===== config.mk =====
export PLATFORM = sky130hd
export DESIGN_NAME = pc_stack_unit
export DESIGN_NICKNAME = d
export VERILOG_FILES = /design/src/rtl/pc_stack_unit.sv
export SDC_FILE = /design/constraint.sdc
export NUM_CORES = 1
export LEC_CHECK = 0
export CORE_ASPECT_RATIO = 0.9
export CORE_MARGIN = 4
export CORE_UTILIZATION = 53
export DETAILED_ROUTE_END_ITERATION = 8
export HOLD_SLACK_MARGIN = 0.12
export PLACE_DENSITY = 0.85
export REMOVE_ABC_BUFFERS = 1
export SETUP_SLACK_MARGIN = 0.02
export SLEW_MARGIN = 20
export SYNTH_ARGS = -nofsm -noshare
export SYNTH_HDL_FRONTEND = slang
export SYNTH_SLANG_ARGS = --single-unit

===== constraint.sdc =====
create_clock -name clk -period 3.5 [get_ports clk]
set_clock_uncertainty 0.2 [all_clocks]
set_input_delay 0.35 -clock clk [delete_from_list [all_inputs] [get_ports clk]]
set_output_delay 0.35 -clock clk [all_outputs]
set_load 0.005 [all_outputs]

===== src/rtl/pc_stack_unit.sv =====
// Program counter and two-level return stack for the PIC16C5x core.
// Outputs are registered with one-cycle latency; there is no backpressure, and every input is acted on in the cycle it is seen.
module pc_stack_unit #(
  parameter int PC_WIDTH = 11,
  parameter logic [PC_WIDTH-1:0] RESET_VECTOR = {PC_WIDTH{1'b1}}
) (
  input  logic                clk,
  input  logic                rst_n,
  input  logic                pcInc,
  input  logic [1:0]          stackCmd,
  input  logic                loadGoto,
  input  logic                skip,
  input  logic                pclWrite,
  input  logic [7:0]          pclData,
  input  logic [8:0]          instLit,
  input  logic [1:0]          pageSel,
  output logic [PC_WIDTH-1:0] pc,
  output logic [PC_WIDTH-1:0] stackTop,
  output logic [1:0]          stackDepth,
  output logic                stkOverflow,
  output logic                stkUnderflow
);

  localparam logic [1:0] CMD_PUSH = 2'b01;
  localparam logic [1:0] CMD_POP  = 2'b10;

  logic [PC_WIDTH-1:0] call_tgt;
  logic [PC_WIDTH-1:0] goto_tgt;
  logic [PC_WIDTH-1:0] pcl_tgt;
  logic [PC_WIDTH-1:0] stk0;
  logic [PC_WIDTH-1:0] stk1;
  logic [1:0]          depth;

  // Page bits sit above the 9-bit in-page address; a 512-word part has none.
  generate
    if (PC_WIDTH > 9) begin : g_page
      logic [PC_WIDTH-10:0] page;
      assign page     = pageSel[PC_WIDTH-10:0];
      assign call_tgt = {page, 1'b0, instLit[7:0]};
      assign goto_tgt = {page, instLit};
      assign pcl_tgt  = {page, 1'b0, pclData};
    end else begin : g_nopage
      logic unused_page;
      assign unused_page = ^pageSel;
      assign call_tgt    = {1'b0, instLit[7:0]};
      assign goto_tgt    = instLit;
      assign pcl_tgt     = {1'b0, pclData};
    end
  endgenerate

  always_ff @(posedge clk) begin
    if (!rst_n) begin
      pc           <= RESET_VECTOR;
      stk0         <= '0;
      stk1         <= '0;
      depth        <= 2'd0;
      stkOverflow  <= 1'b0;
      stkUnderflow <= 1'b0;
    end else if (stackCmd == CMD_PUSH) begin
      stk1 <= stk0;
      stk0 <= pc;
      pc   <= call_tgt;
      if (depth == 2'd2) stkOverflow <= 1'b1;
      else               depth       <= depth + 2'd1;
    end else if (stackCmd == CMD_POP) begin
      // Bottom level is left in place so repeated pops duplicate it.
      pc   <= stk0;
      stk0 <= stk1;
      if (depth == 2'd0) stkUnderflow <= 1'b1;
      else               depth        <= depth - 2'd1;
    end else if (loadGoto) begin
      pc <= goto_tgt;
    end else if (pclWrite) begin
      pc <= pcl_tgt;
    end else if (skip || pcInc) begin
      pc <= pc + 1'b1;
    end
  end

  assign stackTop   = stk0;
  assign stackDepth = depth;

endmodule


=== Word-level counts from Yosys, hierarchy flattened ===
Cells that the tools add are included.

* Register bits: 37
* Bits of input ports: 27
* Logic and storage cells: 33
* Output and inout port bits: 26

* Equal/unequal tests: 5
* Multiplexer cells: 11
* Add/sub/neg operators: 3
* Reduce and logical (&&, ||, !) cells: 7
* Bitwise logic cells: 1

{| class="wikitable"
|+ Operators by type and width
! kind !! count
|-
| $mux W11 || 7
|-
| $add A11 B1 Y11 const B || 1
|-
| $mux W2 || 4
|-
| $reduce_and A3 Y1 || 2
|-
| $reduce_bool A5 Y1 || 1
|-
| $eq A2 B2 Y1 const B || 2
|-
| $ne A2 B2 Y1 const B || 2
|-
| $add A2 B1 Y2 const B || 1
|-
| $eq A2 B1 Y1 const B || 1
|-
| $logic_not A2 Y1 || 1
|-
| $reduce_and A2 Y1 || 1
|-
| $reduce_bool A2 Y1 || 1
|-
| $sub A2 B1 Y2 const B || 1
|-
| $logic_or A1 B1 Y1 || 1
|-
| $not A1 Y1 || 1
|}

=== Depth between registers and ports, before layout ===
Gate-level depths: netlist of the first run.

* Word-level depth: 6
* Depth in mapped cells: 8
* Mapped depth without buffers: 6

=== Worst setup path before layout of the first run ===
No wires, ideal clock.

* Path type: input to register
* From: in stackCmd[0]
* To: reg stk0[1] (netlist: stackTop[1])
* Path buffers: 3
* Cell stages on the path: 7
* Slack: 1.656 ns
* Data required time: 3.235 ns
* Arrival: 1.579 ns
* Setup time: 0.065 ns
* Cells stage by stage: inv_1 ha_1 buf_2 buf_1 buf_1 a21oi_1 nor2_1

* Longest elaborated chain between the ends: 2
* Elaborated cells between the ends (all ways): 4
* Classes of those cells: eq/ne: 2; mux: 1; reduce/logical: 1

{| class="wikitable"
|+ Ends and longest elaborated chain
! what !! line !! source
|-
| start: declaration || 10 || <nowiki>input logic [1:0] stackCmd,</nowiki>
|-
| $eq A2 B1 Y1 or $eq A2 B2 Y1 (tied branches) || 59, 65 ||
|-
| $mux W11 or $reduce_bool A2 Y1 (tied branches) || - ||
|-
| end signal: assignment || 61 || <nowiki>stk0 <= pc;</nowiki>
|-
| end signal: assignment || 68 || <nowiki>stk0 <= stk1;</nowiki>
|-
| end: declaration || 30 || <nowiki>logic [PC_WIDTH-1:0] stk0;</nowiki>
|}

Parallel ways exist; a longest one is shown, timed or not.
A chain may end at the register's enable or synchronous reset.

=== Worst setup path after layout of the first run ===
* From: in stackCmd[0]
* To: reg pc[10]

* Longest elaborated chain between the ends: 3
* Elaborated cells between the ends (all ways): 5
* Classes of those cells: eq/ne: 2; mux: 2; reduce/logical: 1

{| class="wikitable"
|+ Ends and longest elaborated chain
! what !! line !! source
|-
| $eq A2 B2 Y1 || 65 || <nowiki>end else if (stackCmd == CMD_POP) begin</nowiki>
|-
| $mux W11 || 65 ||
|-
| $mux W11 || 59 || <nowiki>end else if (stackCmd == CMD_PUSH) begin</nowiki>
|-
| end signal: assignment || 62 || <nowiki>pc <= call_tgt;</nowiki>
|-
| end signal: assignment || 67 || <nowiki>pc <= stk0;</nowiki>
|-
| end signal: assignment || 72 || <nowiki>pc <= goto_tgt;</nowiki>
|-
| end: declaration || 17 || <nowiki>output logic [PC_WIDTH-1:0] pc,</nowiki>
|}

Parallel ways exist; a longest one is shown, timed or not.

==> summary.md, run 1 <==
| Metric | Value |
|---|---|
| Drt pass-1 iters | `4` |
| EDFF count, synth | `0` |
| Status | `completed` |
| DPL Wire Length | `3850 um` |
| PnR worst setup slack | `1.05 ns` |
| Post-synthesis cell type count | `49` |
| Post-route insts no fill | `356` |
| Power per cell area | `369 nW/um2` |
| Share of cells above drive strength 1 | `5.16%` |
| Gr busiest metal | `met2` |
| # IOs | `53` |
| Clock root cell | `clkbuf_8` |
| Setup TNS Final | `0 ns` |
| Worst-path cell chain | `clkdlybuf4s50_1 -> inv_1 -> ha_1 -> and2_1 -> nor3_1 -> a211o_1` |
| Synth Instances | `265` |
| Cell internal pwr | `0.708 mW` |
| Clock transition at path regs | `0.07 ns` |
| Area leader, netlist | `dfxtp_1` |
| Die width | `74.7 um` |
| Post-synthesis mux area share | `10.4%` |
| Full die area | `5080 um2` |
| CTS tree | `built` |
| Clk Latency, worst-skew pair | `0.29 ns` |
| Worst hold path class | `flop to flop` |
| Placed cell count | `348` |
| Clock Sinks | `37` |
| Synth top area cells | `dfxtp_1 35%, mux2i_1 9.9%, nor2_1 7.4%, a21oi_1 5.2%, o21ai_0 3.1%` |
| Primary FF master, synth | `dfxtp_1` |
| Met2 GRT Util | `36.1%` |
| Final Max Slew Viols | `0` |
| Max Freq | `0.407 GHz` |
| Final hold vios | `0` |
| Chip height | `68.0 um` |
| DR DRC count | `0` |
| Flop pwr share | `47.7%` |
| Tmin final | `2.45 ns` |
| Drt wl/cell | `15.3 um` |
| Req. time, crit path | `3.48 ns` |
| Synth top area share | `34.9%` |
| Rows | `21` |
| CTS H-Tree Depth | `2` |
| Worst path max stage delay | `0.64 ns` |
| CP max stage cell | `ha_1` |
| Largest family of logic cells by synthesized area | `simple AND/OR/NAND/NOR gates` |
| Congestion Overflow GR | `0` |
| Area after DPL | `2630 um2` |
| Slew @ Worst Pin | `0.984 ns` |
| # diodes | `0` |
| Synthesized area | `2120 um2` |
| Post-synthesis simple-gate area fraction | `22.6%` |
| CP Capture Type | `flop` |
| First-pass GRT wire length | `8980 um` |
| Post-synth ARST share | `0%` |
| Hold Slack | `0.276 ns` |
| Startpoint Class | `input pin` |
| Fin area | `2710 um2` |
| Top-count cell post-synth | `nor2_1` |
| GR Layer Usage met1 | `31.3%` |
| # setup viols final | `0` |
| Clock power share | `28.5%` |
| Wirelength, routed | `5440 um` |
| Adder and majority gate portion of the synthesized area | `2.36%` |
| Period utilization | `70.1%` |
| Vias in the first global route | `1884` |
| Setup Fix Bufs, Post-CTS | `0` |
| Post-layout net count | `340` |
| Vias per inst | `5.94` |
| Initial antenna violation count | `0` |
| CP Class | `input pin to flop` |
| Compound-Gate Fraction of Synth Area | `21.2%` |
| Area grow syn2layout | `27.7%` |
| Max FO, Critical Path | `19` |
| WP data arrival | `2.43 ns` |
| Max_cap viols | `0` |
| PortBufs | `52` |
| Leakage | `1.03 nW` |
| DR iter-0 viols | `238` |
| Crit path buffers/inverters | `2` |
| Gr usage total | `22.8%` |
| Seq/Total Area, Yosys | `34.9%` |
| Clock Path Buffers | `2` |
| Syn Area/Cell | `8.01 um2` |
| Vias | `2114` |
| Synthesis Warnings | `0` |
| Critical path's top delay family | `adder cells` |
| Num CTS Buffers | `5` |
| Core area | `3780 um2` |
| Post-Synth XOR/XNOR Area | `2.06%` |
| Sw frac | `29.2%` |
| GR Util met3 | `4.55%` |
| Peak supply drop | `0.271 mV` |
| Switching pwr | `0.293 mW` |
| Post-cts resize count | `0` |
| Largest net degree at the start of global routing | `32` |
| DP Worst Slack | `0.770 ns` |
| Max_slew headroom | `34.3%` |
| Top cells by instance count after synthesis | `42 x nor2_1, 37 x dfxtp_1, 22 x a21oi_1` |
| Hold_buf cts | `0` |
| Number of synthesized register bits | `37` |
| RSZ-0062 raised after global routing | `false` |
| Combinational Power Share | `23.8%` |
| GPL Wtd Cong | `0.863` |
| Initial Utilization | `56.1%` |
| Routed Antenna Nets | `0` |
-- power by group through the flow --
| stage | logic, mW | clock network [mW] | registers (mW) |
|---|---|---|---|
| 6_report | 0.238 | 0.285 | 0.477 |
| 5_1_grt | 0.262 | 0.312 | 0.482 |
| 4_1_cts | 0.238 | 0.289 | 0.477 |
| 3_5_place_dp | 0.236 | 0 | 0.486 |
| 3_3_place_gp | 0.232 | 0 | 0.486 |
| 2_1_floorplan | 0.125 | 0 | 0.480 |
-- metrics by stage --
step,power (mW),utilization [%]
3_5_place_dp,0.722,69.5
5_1_grt,1.06,71.6
4_1_cts,1.00,71.6
2_1_floorplan,0.605,-
3_3_place_gp,0.718,69.5
6_report,1.00,71.6
-- cells in the final DEF, fill, tap and decap left out, types with 3 or more instances in the layout --
cell,count
a211o_1,3
a211oi_1,4
a21oi_1,22
and3_1,5
buf_4,4
clkbuf_1,3
clkbuf_8,5
clkdlybuf4s50_1,52
dfxtp_1,37
ha_1,3
inv_1,9
mux2i_1,21
nand2_1,17
nand2b_1,4
nand3_1,10
nand4_1,3
nor2_1,42
nor2b_1,3
nor3_1,4
o211ai_1,4
o21ai_0,13
o21ai_1,3
o22ai_1,4
or3_2,3
xor2_1,3
-- state kept, by name, indices dropped and copies added (netlist names) --
register,count
pc,11
stkUnderflow,1
stackDepth,2
stkOverflow,1
stk1,11
stackTop,11
-- tightest hold or removal path, delay by kind of cell, from the launching register on --
family | cells | cell delay (ns)
DFF | 1 | 0.33
and+or+nand+nor | 1 | 0.07
AOI/OAI and AO/OA | 1 | 0.04
-- kinds of logic (layout without fill, tap and decap cells) --
logic type | Yosys count | after routing
buf+inv | 28 | 73
compound gates | 70 | 70
fa+ha+maj | 4 | 4
flops | 37 | 37
mux | 22 | 22
xor+xnor | 5 | 5
simple gates | 99 | 99
-- final timing paths --
path	slack, ns	startpoint	cells after the start	end
max	1.05	stackCmd[0]	6	pc[10]
min	0.28	stkOverflow	2	stkOverflow
max reg2reg	1.44	pc[0]	5	pc[10]
min reg2reg	0.28	stkOverflow	2	stkOverflow
-- area by class of cell --
class | count | area (um2)
clock buffers | 8 | 80.1
fillers | 317 | 1070
inverters | 9 | 33.8
multi-input cells | 200 | 1250
flip-flops and latches | 37 | 741
well taps | 46 | 57.6
repair buffers | 56 | 551
-- per-layer routing --
| metal | vias to the layer above | part of all wire, % | wire length (um) |
|---|---|---|---|
| li1 | 1036 | - | - |
| met1 | 982 | 45 | 2470 |
| met2 | 91 | 46 | 2500 |
| met3 | 5 | 7.8 | 422 |
| met4 | 0 | 0.90 | 49 |
| met5 | - | 0 | 0 |
Note: power is estimated with default switching activity, not from simulation.
==> inputs of run 2 (changes only) <==
CORE_UTILIZATION = 49   (was 53)
PLACE_DENSITY = 0.8   (was 0.85)
clock period = 2.5 ns   (was 3.5 ns; I/O delays follow)
==> summary.md, run 2 (synthesis gave the netlist of run 1 again) <==
| Metric | Value |
|---|---|
| Gr usage total | `20.6%` |
| Clock Path Buffers | `2` |
| Max_slew headroom | `51.6%` |
| Sw frac | `28.5%` |
| Area after DPL | `2700 um2` |
| First-pass GRT wire length | `9210 um` |
| Max Freq | `0.484 GHz` |
| CP Capture Type | `flop` |
| WP data arrival | `2.04 ns` |
| CP Launch Point | `stackCmd[0]` |
| Clk Latency, worst-skew pair | `0.29 ns` |
| Max_cap viols | `0` |
| # IOs | `53` |
| CTS H-Tree Depth | `2` |
| Worst Hold End | `stkOverflow` |
| Most frequent cells in the layout | `52 x clkdlybuf4s50_1, 42 x nor2_1, 37 x dfxtp_1` |
| Power per cell area | `513 nW/um2` |
| Clock Sinks | `37` |
| Most common cell after layout, fill and taps aside | `clkdlybuf4s50_1` |
| Rows | `22` |
| Hold_buf cts | `0` |
| Full die area | `5450 um2` |
| Clock transition at path regs | `0.07 ns` |
| CP max stage cell | `clkdlybuf4s50_1` |
| Share of cells above drive strength 1 | `7.89%` |
| Leakage | `1.08 nW` |
| PortBufs | `52` |
| Largest net degree at the start of global routing | `23` |
| Vias | `2161` |
| Worst path max stage delay | `0.49 ns` |
| Drt wl/cell | `15.1 um` |
| Peak supply drop | `0.367 mV` |
| Post-cts resize count | `0` |
| DPL Wire Length | `4040 um` |
| Routed Antenna Nets | `0` |
| Status | `completed` |
| Flop pwr share | `46.8%` |
| Max FO, Critical Path | `21` |
| Initial antenna violation count | `0` |
| Core area | `4130 um2` |
| Period utilization | `82.6%` |
| Die width | `77.4 um` |
| Tmin final | `2.07 ns` |
| # setup viols final | `0` |
| Setup Fix Bufs, Post-CTS | `0` |
| DR iter-0 viols | `151` |
| Initial Utilization | `51.4%` |
| Setup TNS Final | `0 ns` |
| # diodes | `0` |
| Worst-path cell chain | `clkdlybuf4s50_1 -> inv_1 -> ha_1 -> a211oi_1 -> nand3_1 -> a311o_1` |
| Drt pass-1 iters | `5` |
| Final core utilization | `67.6%` |
| Vias per inst | `5.92` |
| Final Max Slew Viols | `0` |
| Startpoint Class | `input pin` |
| GPL Wtd Cong | `0.828` |
| Worst hold path class | `flop to flop` |
| Chip height | `70.4 um` |
| Worst reg2reg path depth | `5` |
| Reg2reg start | `pc[1]` |
| R2R Path End | `pc[8]` |
| Switching pwr | `0.408 mW` |
| Area grow syn2layout | `31.5%` |
| Final hold vios | `0` |
| WHS Path Cells | `2` |
| Cell internal pwr | `1.02 mW` |
| Clock power share | `29.1%` |
| CP Class | `input pin to flop` |
| RSZ-0062 raised after global routing | `false` |
| CTS tree | `built` |
| Slew @ Worst Pin | `0.726 ns` |
| Vias in the first global route | `1978` |
| Reg2Reg Setup Slack | `0.45 ns` |
| Num CTS Buffers | `5` |
| Congestion Overflow GR | `0` |
| Clock root cell | `clkbuf_8` |
| Post-layout net count | `348` |
| Req. time, crit path | `2.48 ns` |
| Min-delay src | `stkOverflow` |
| DR DRC count | `0` |
| Wirelength, routed | `5520 um` |
| Combinational Power Share | `24.2%` |
| Fin area | `2790 um2` |
## run 2: cell count changes in the layout (fill, tap and decap cells not counted), sizes merged
cell	delta
buf	+8
clkbuf	-1
## run 2: power groups by stage
stage                     logic (mW)  clock network, mW  registers (mW)
after CTS                      0.344              0.420           0.669
after global routing           0.379              0.444           0.676
after global placement         0.338                  0           0.681
after floorplan                0.175                  0           0.672
final                          0.346              0.416           0.669
after detailed placement       0.342                  0           0.681
## run 2: worst max-delay path, delay by kind of cell
kind            cells  cell delay (ns)
simple gates        1             0.10
compound gates      2             0.68
buf+inv             2             0.56
fa+ha+maj           1             0.45
## run 2: final cells by class
cell class,count,area [um2]
Fill cell,355,1340
Inverter,9,33.8
Timing Repair Buffer,64,623
Clock buffer,7,86.3
Multi-Input combinational cell,200,1250
Sequential cell,37,741
Tap cell,48,60.1
## run 2: per-stage QoR
step / setup WS, ns / power, mW / hold WS (ns) / cells
final: 0.434 / 1.43 / 0.292 / 365
after global routing: 0.316 / 1.50 / 0.321 / 365
after CTS: 0.435 / 1.43 / 0.297 / 365
after detailed placement: 0.184 / 1.02 / 0.277 / 358
after global placement: 0.210 / 1.02 / 0.254 / 358
after floorplan: -0.00287 / 0.847 / 0.124 / 246
## run 2: worst max path at each step
stage / end / slack [ns]
global placement: pc[6] / 0.21
finish: pc[6] / 0.43
global route: pc[7] / 0.32
floorplan: pc[10] / -0.003
CTS: pc[8] / 0.44
detailed placement: pc[7] / 0.18
## run 2: metal layers
layer  GRT usage, %  vias to the layer above  part of all wire (%)
met5              0                        -                     0
met4           6.32                        0                   1.5
met3           3.74                       12                   8.0
met2           32.0                      103                    44
met1           28.9                      994                    46
li1               -                     1052                     -
